$ cat config.mk
export PLATFORM = sky130hd
export DESIGN_NAME = mmcm_reset_sequencer_flat
export DESIGN_NICKNAME = d
export VERILOG_FILES = /design/src/rtl/mmcm_seq_pkg.sv /design/src/rtl/mmcm_reset_sequencer_if.sv /design/src/rtl/sync_2ff.sv /design/src/rtl/mmcm_reset_sequencer.sv /design/src/flat_wrapper.sv
export SDC_FILE = /design/constraint.sdc
export NUM_CORES = 1
export LEC_CHECK = 0
export CAP_MARGIN = 30
export CORE_UTILIZATION = 54
export CTS_CLUSTER_DIAMETER = 50
export DETAILED_ROUTE_END_ITERATION = 6
export PLACE_DENSITY = 0.95
export SETUP_SLACK_MARGIN = 0.5
export SYNTH_ARGS = -nofsm -noshare
export SYNTH_HDL_FRONTEND = slang
export SYNTH_SLANG_ARGS = --single-unit
export TNS_END_PERCENT = 10
$ cat constraint.sdc
create_clock -name clkin1 -period 4.6 [get_ports clkin1]
set_input_delay 0.92 -clock clkin1 [delete_from_list [all_inputs] [get_ports clkin1]]
set_output_delay 0.92 -clock clkin1 [all_outputs]
set_load 0.1 [all_outputs]
$ cat src/rtl/mmcm_seq_pkg.sv
// Shared types and defaults for the MMCM reset sequencer.
// State encoding is exported on the STATE port, so it must stay fixed.
package mmcm_seq_pkg;

    typedef enum logic [1:0] {
        MMCM_RST  = 2'd0,
        WAIT_LOCK = 2'd1,
        STABLE    = 2'd2,
        RUN       = 2'd3
    } seq_state_t;

    localparam int DEF_RST_PULSE_CYCLES    = 16;
    localparam int DEF_LOCK_STABLE_CYCLES  = 1024;
    localparam int DEF_LOCK_TIMEOUT_CYCLES = 65536;
    localparam int DEF_CNT_W               = 8;

    function automatic int max2(input int a, input int b);
        return (a > b) ? a : b;
    endfunction

    // Bits needed to hold the terminal value n-1.
    function automatic int cnt_bits(input int n);
        return (n <= 2) ? 1 : $clog2(n);
    endfunction

endpackage

$ cat src/rtl/mmcm_reset_sequencer_if.sv
// Status/lock bundle between the reset sequencer and the clocking block.
// master = sequencer side, slave = MMCM/core side.
interface mmcm_reset_sequencer_if
    import mmcm_seq_pkg::*;
#(
    parameter int CNT_W = DEF_CNT_W
);

    logic             locked_in;
    logic             mmcm_rst;
    logic             sys_reset;
    seq_state_t       state;
    logic [CNT_W-1:0] loss_cnt;
    logic [CNT_W-1:0] timeout_cnt;

    modport master (
        input  locked_in,
        output mmcm_rst,
        output sys_reset,
        output state,
        output loss_cnt,
        output timeout_cnt
    );

    modport slave (
        output locked_in,
        input  mmcm_rst,
        input  sys_reset,
        input  state,
        input  loss_cnt,
        input  timeout_cnt
    );

endinterface

$ cat src/rtl/sync_2ff.sv
// Generic two-flop synchroniser, async active-high reset to 0.
module sync_2ff #(
    parameter int W = 1
) (
    input  logic         clk,
    input  logic         rst,
    input  logic [W-1:0] d,
    output logic [W-1:0] q
);

    (* ASYNC_REG = "TRUE" *) logic [W-1:0] meta;
    (* ASYNC_REG = "TRUE" *) logic [W-1:0] sync;

    always_ff @(posedge clk or posedge rst) begin
        if (rst) begin
            meta <= '0;
            sync <= '0;
        end else begin
            meta <= d;
            sync <= meta;
        end
    end

    assign q = sync;

endmodule

$ cat src/rtl/mmcm_reset_sequencer.sv
// MMCM reset pulse / lock qualification / system reset owner on CLKIN1.
// Optional lock timeout re-pulse: define MMCM_LOCK_TIMEOUT_EN.
module mmcm_reset_sequencer
    import mmcm_seq_pkg::*;
#(
    parameter int RST_PULSE_CYCLES    = DEF_RST_PULSE_CYCLES,
    parameter int LOCK_STABLE_CYCLES  = DEF_LOCK_STABLE_CYCLES,
    parameter int LOCK_TIMEOUT_CYCLES = DEF_LOCK_TIMEOUT_CYCLES,
    parameter int CNT_W               = DEF_CNT_W
) (
    input  logic                   clkin1,
    input  logic                   async_reset,
    mmcm_reset_sequencer_if.master bus
);

`ifdef MMCM_LOCK_TIMEOUT_EN
    localparam int CNT_MAX = max2(
        max2(RST_PULSE_CYCLES, LOCK_STABLE_CYCLES),
        LOCK_TIMEOUT_CYCLES);
`else
    localparam int CNT_MAX = max2(RST_PULSE_CYCLES, LOCK_STABLE_CYCLES);
`endif
    localparam int CW = cnt_bits(CNT_MAX);

    localparam logic [CW-1:0] RP_LAST = CW'(RST_PULSE_CYCLES - 1);
    localparam logic [CW-1:0] ST_LAST = CW'(LOCK_STABLE_CYCLES - 1);
`ifdef MMCM_LOCK_TIMEOUT_EN
    localparam logic [CW-1:0] TO_LAST = CW'(LOCK_TIMEOUT_CYCLES - 1);
`endif

    seq_state_t       state;
    seq_state_t       state_n;
    logic [CW-1:0]    cnt;
    logic [CW-1:0]    cnt_n;
    logic             locked_s;
    logic             loss_inc;
    logic             mmcm_rst_q;
    logic             sys_reset_q;
    logic [CNT_W-1:0] loss_q;
`ifdef MMCM_LOCK_TIMEOUT_EN
    logic             tout_inc;
    logic [CNT_W-1:0] tout_q;
`endif

    sync_2ff #(.W(1)) u_lock_sync (
        .clk (clkin1),
        .rst (async_reset),
        .d   (bus.locked_in),
        .q   (locked_s)
    );

    always_comb begin
        state_n  = state;
        cnt_n    = cnt + 1'b1;
        loss_inc = 1'b0;
`ifdef MMCM_LOCK_TIMEOUT_EN
        tout_inc = 1'b0;
`endif
        unique case (state)
            MMCM_RST: begin
                if (cnt == RP_LAST) begin
                    state_n = WAIT_LOCK;
                    cnt_n   = '0;
                end
            end
            WAIT_LOCK: begin
                if (locked_s) begin
                    state_n = STABLE;
                    cnt_n   = '0;
`ifdef MMCM_LOCK_TIMEOUT_EN
                end else if (cnt == TO_LAST) begin
                    state_n  = MMCM_RST;
                    cnt_n    = '0;
                    tout_inc = 1'b1;
                end
`else
                end else begin
                    cnt_n = '0;
                end
`endif
            end
            STABLE: begin
                if (!locked_s) begin
                    state_n = WAIT_LOCK;
                    cnt_n   = '0;
                end else if (cnt == ST_LAST) begin
                    state_n = RUN;
                    cnt_n   = '0;
                end
            end
            RUN: begin
                cnt_n = '0;
                if (!locked_s) begin
                    state_n  = MMCM_RST;
                    loss_inc = 1'b1;
                end
            end
            default: begin
                state_n = MMCM_RST;
                cnt_n   = '0;
            end
        endcase
    end

    // Outputs are decoded from the next state so they change on the transition edge.
    always_ff @(posedge clkin1 or posedge async_reset) begin
        if (async_reset) begin
            state       <= MMCM_RST;
            cnt         <= '0;
            mmcm_rst_q  <= 1'b1;
            sys_reset_q <= 1'b1;
            loss_q      <= '0;
        end else begin
            state       <= state_n;
            cnt         <= cnt_n;
            mmcm_rst_q  <= (state_n == MMCM_RST);
            sys_reset_q <= (state_n != RUN);
            if (loss_inc && (loss_q != '1)) begin
                loss_q <= loss_q + 1'b1;
            end
        end
    end

`ifdef MMCM_LOCK_TIMEOUT_EN
    always_ff @(posedge clkin1 or posedge async_reset) begin
        if (async_reset) begin
            tout_q <= '0;
        end else if (tout_inc && (tout_q != '1)) begin
            tout_q <= tout_q + 1'b1;
        end
    end

    assign bus.timeout_cnt = tout_q;
`else
    assign bus.timeout_cnt = '0;
`endif

    assign bus.state     = state;
    assign bus.mmcm_rst  = mmcm_rst_q;
    assign bus.sys_reset = sys_reset_q;
    assign bus.loss_cnt  = loss_q;

endmodule
$ cat src/flat_wrapper.sv
// flat-port wrapper written by rule: the top's interface ports become plain ports
module mmcm_reset_sequencer_flat import mmcm_seq_pkg::*;
#(
    parameter int RST_PULSE_CYCLES    = DEF_RST_PULSE_CYCLES,
    parameter int LOCK_STABLE_CYCLES  = DEF_LOCK_STABLE_CYCLES,
    parameter int LOCK_TIMEOUT_CYCLES = DEF_LOCK_TIMEOUT_CYCLES,
    parameter int CNT_W               = DEF_CNT_W
)
  (clkin1, async_reset, bus_locked_in, bus_mmcm_rst, bus_sys_reset, bus_state, bus_loss_cnt, bus_timeout_cnt);
  mmcm_reset_sequencer_if #(.CNT_W(CNT_W)) bus_i ();
  input  logic clkin1;
  input  logic async_reset;
  input wire logic [$bits(bus_i.locked_in)-1:0] bus_locked_in;
  output wire logic [$bits(bus_i.mmcm_rst)-1:0] bus_mmcm_rst;
  output wire logic [$bits(bus_i.sys_reset)-1:0] bus_sys_reset;
  output wire logic [$bits(bus_i.state)-1:0] bus_state;
  output wire logic [$bits(bus_i.loss_cnt)-1:0] bus_loss_cnt;
  output wire logic [$bits(bus_i.timeout_cnt)-1:0] bus_timeout_cnt;
  assign bus_i.locked_in = bus_locked_in;
  assign bus_mmcm_rst = bus_i.mmcm_rst;
  assign bus_sys_reset = bus_i.sys_reset;
  assign bus_state = bus_i.state;
  assign bus_loss_cnt = bus_i.loss_cnt;
  assign bus_timeout_cnt = bus_i.timeout_cnt;
  mmcm_reset_sequencer #(.RST_PULSE_CYCLES(RST_PULSE_CYCLES), .LOCK_STABLE_CYCLES(LOCK_STABLE_CYCLES), .LOCK_TIMEOUT_CYCLES(LOCK_TIMEOUT_CYCLES), .CNT_W(CNT_W)) u_core (.clkin1(clkin1), .async_reset(async_reset), .bus(bus_i));
endmodule
==> results.json <==
{
  "status": "complete, no violations",
  "yosys_most_used_dff": "dfrtp_1",
  "ir_drop_v": 0.000387,
  "hold_class": "flip-flop to flip-flop",
  "first_iter_violations": 6,
  "worstPathCellList": "clkdlybuf4s50_1",
  "worst_clock_skew_ns": 0.00598,
  "cts_num_sinks": 24,
  "synth_seq_cells": 24,
  "postLayoutCellArea_mm2": 0.00134,
  "worstSetupEndpointType": "output pin",
  "layout.nets": 125,
  "slowest_delay_ns": 1.22,
  "max-cap-violations": 0,
  "dr.pass1.iters": 6,
  "crit_required_ns": 3.68,
  "design.die.area_mm2": 0.00239,
  "arrival_ns": 2.20,
  "core-area_mm2": 0.00202,
  "vias": 810,
  "syn_to_final_growth_pct": 12.7,
  "drv_slew": 0,
  "critical-path-top-delay-family": "buffers and inverters",
  "num_rows": 16,
  "cp_slowest_cell": "clkdlybuf4s50_1",
  "port_buffers": 14,
  "hold_violations": 0,
  "fin_crit_sh_pct": 67.8,
  "io_pins": 23,
  "path_class": "flip-flop to output pin",
  "yosys.area_share.xor_xnor_pct": 11.1,
  "maxSlewHeadroom_pct": 34.7,
  "die_w_um": 48.9,
  "grt_max_degree": 25,
  "yosysWarnings": 0,
  "rsz0062_at_grt": "false",
  "setup_viol": 0,
  "cts_buffers": 3,
  "path_clk_slew_ns": 0.13,
  "syn-instance-count": 105,
  "postSynthAreaPerCell_um2": 11.3,
  "reg2reg_depth": 5,
  "clock_path_buffers": 2,
  "grt_pass1_vias": 801,
  "crit_buf_inv": 1,
  "seq_area_frac_synth_pct": 50.8,
  "cts_setup_buffers": 0,
  "grt_pass1_wl_um": 3320,
  "path_depth": 1,
  "drc": 0,
  "synth_area_mm2": 0.00119,
  "fin_crit_ns": 3.12,
  "grt_usage_pct": 18.1,
  "p_leak_nw": 0.611,
  "wl_per_cell_um": 13.0,
  "grt-ovfl-total": 0,
  "antenna_found_initial": 0,
  "drtAntennaViolNets": 0,
  "synth_top_family_by_area": "simple AND/OR/NAND/NOR gates",
  "start_util_pct": 58.7,
  "holdPathStages": 0,
  "final_common_cell": "dfrtp_1",
  "synth_fa_ha_area_share_pct": 2.11,
  "antennaDiodeCount": 0,
  "synth_edf_count": 0,
  "post_cts_resized": 0,
  "total_power_w": 0.000683,
  "async_reset_ff_share_pct": 100,
  "post-place-ws_ns": 1.84,
  "clkLatencyLatePin_ns": 0.32,
  "cts-hold-fix-buffers": 0,
  "dpl.hpwl_um": 1400,
  "yosys.area_share.simple_pct": 22.0,
  "synthMuxAreaShare_pct": 0.949,
  "tns_ns": 0,
  "tritoncts": "done",
  "setup_slack_ns": 1.48,
  "final_cell_mix": "22 x dfrtp_1, 14 x clkdlybuf4s50_1, 11 x xor2_1, 8 x nor2_1, 8 x conb_1",
  "htree_num_levels": 1,
  "gp_congestion": 0.855,
  "viasPerCell": 5.55,
  "fmax_ghz": 0.321,
  "cts_root_buf": "clkbuf_4",
  "dieHeight_um": 48.9,
  "drt_wl_total_um": 1900,
  "drive_gt1_share_pct": 11.8,
  "startpoint_type": "flip-flop",
  "yosys.cell_types.count": 31,
  "tightest_slew_ns": 0.976,
  "synth_compound_area_share_pct": 4.75,
  "powerDensity_mw_per_mm2": 511,
  "place_area_mm2": 0.00130,
  "cp_max_fo": 15
}
[metal layers]
metal  vias to the layer above  track usage, %  wire (um)
met5                         -               0          0
met4                         0            5.39         13
met3                         2            5.61         78
met2                        21            32.6        970
met1                       406            20.5        838
li1                        381               -          -
[registers in the layout, summed over array words and instances, names as in the netlist]
name	flops
u_core.cnt	10
u_core.bus.sys_reset	1
u_core.u_lock_sync.q	1
u_core.bus.mmcm_rst	1
u_core.u_lock_sync.meta	1
u_core.bus.state	2
u_core.bus.loss_cnt	8
[kinds of logic after synthesis]
group                      after synthesis
DFF                                     24
AOI/OAI and AO/OA                        6
xor gates and xnor gates                15
buffers and inverters                   13
other                                    1
and+or+nand+nor                         43
adders and majority gates                2
muxes                                    1
[cell type report]
cell class | instances | area [um2]
fill | 165 | 686
sequential | 24 | 603
timing repair buffer | 14 | 140
multi-input combinational | 75 | 515
tap | 27 | 33.8
inverter | 2 | 7.51
clock buffer | 4 | 36.3
[worst reg2reg max path: stages, from the launching register on]
cell and delay [ns]:
dfrtp_1 0.41, ha_1 0.20, and3_1 0.35, nand4_4 0.14
a21boi_4 0.32, nor4_1 0.11
[power by group]
| group | switching [W] | total [W] | internal (W) |
|---|---|---|---|
| registers | 0.0000503 | 0.000300 | 0.000250 |
| logic | 0.000192 | 0.000273 | 0.0000809 |
| clock network | 0.0000610 | 0.000109 | 0.0000484 |
| total | 0.000303 | 0.000683 | 0.000379 |
[synthesized netlist by cell type (2+ instances only)]
| cell | count | area [um2] |
|---|---|---|
| buf_6 | 2 | 22.5 |
| and4_4 | 2 | 22.5 |
| nor3_1 | 7 | 35.0 |
| inv_1 | 2 | 7.51 |
| nor2_1 | 8 | 30.0 |
| xor2_1 | 11 | 96.3 |
| nand2_1 | 5 | 18.8 |
| dfrtp_1 | 22 | 551 |
| nor4_1 | 5 | 31.3 |
| xnor2_1 | 4 | 35.0 |
| nand3_1 | 6 | 30.0 |
| ha_1 | 2 | 25.0 |
| dfstp_2 | 2 | 52.6 |
| nand4_1 | 3 | 18.8 |
| buf_4 | 8 | 60.1 |
[through the flow]
step                      std cells  util (%)  hold slack, ns
after floorplan                 112         -           0.331
after global placement          142      64.3           0.333
after detailed placement        142      64.3           0.341
after CTS                       146      66.1           0.367
after global routing            146      66.1           0.368
final                           146      66.1           0.363
[path summary, 6_finish.rpt]
path                       slack, ns                      to               startpoint
max                             1.48            bus_state[0]      u_core.bus.state[0]
min                             0.36    u_core.u_lock_sync.q  u_core.u_lock_sync.meta
max reg2reg                     2.93           u_core.cnt[4]            u_core.cnt[0]
min reg2reg                     0.36    u_core.u_lock_sync.q  u_core.u_lock_sync.meta
max in group asynchronous       3.03  u_core.bus.loss_cnt[4]              async_reset
min in group asynchronous       1.06  u_core.bus.loss_cnt[7]              async_reset
(Power assumes the default switching activity.)
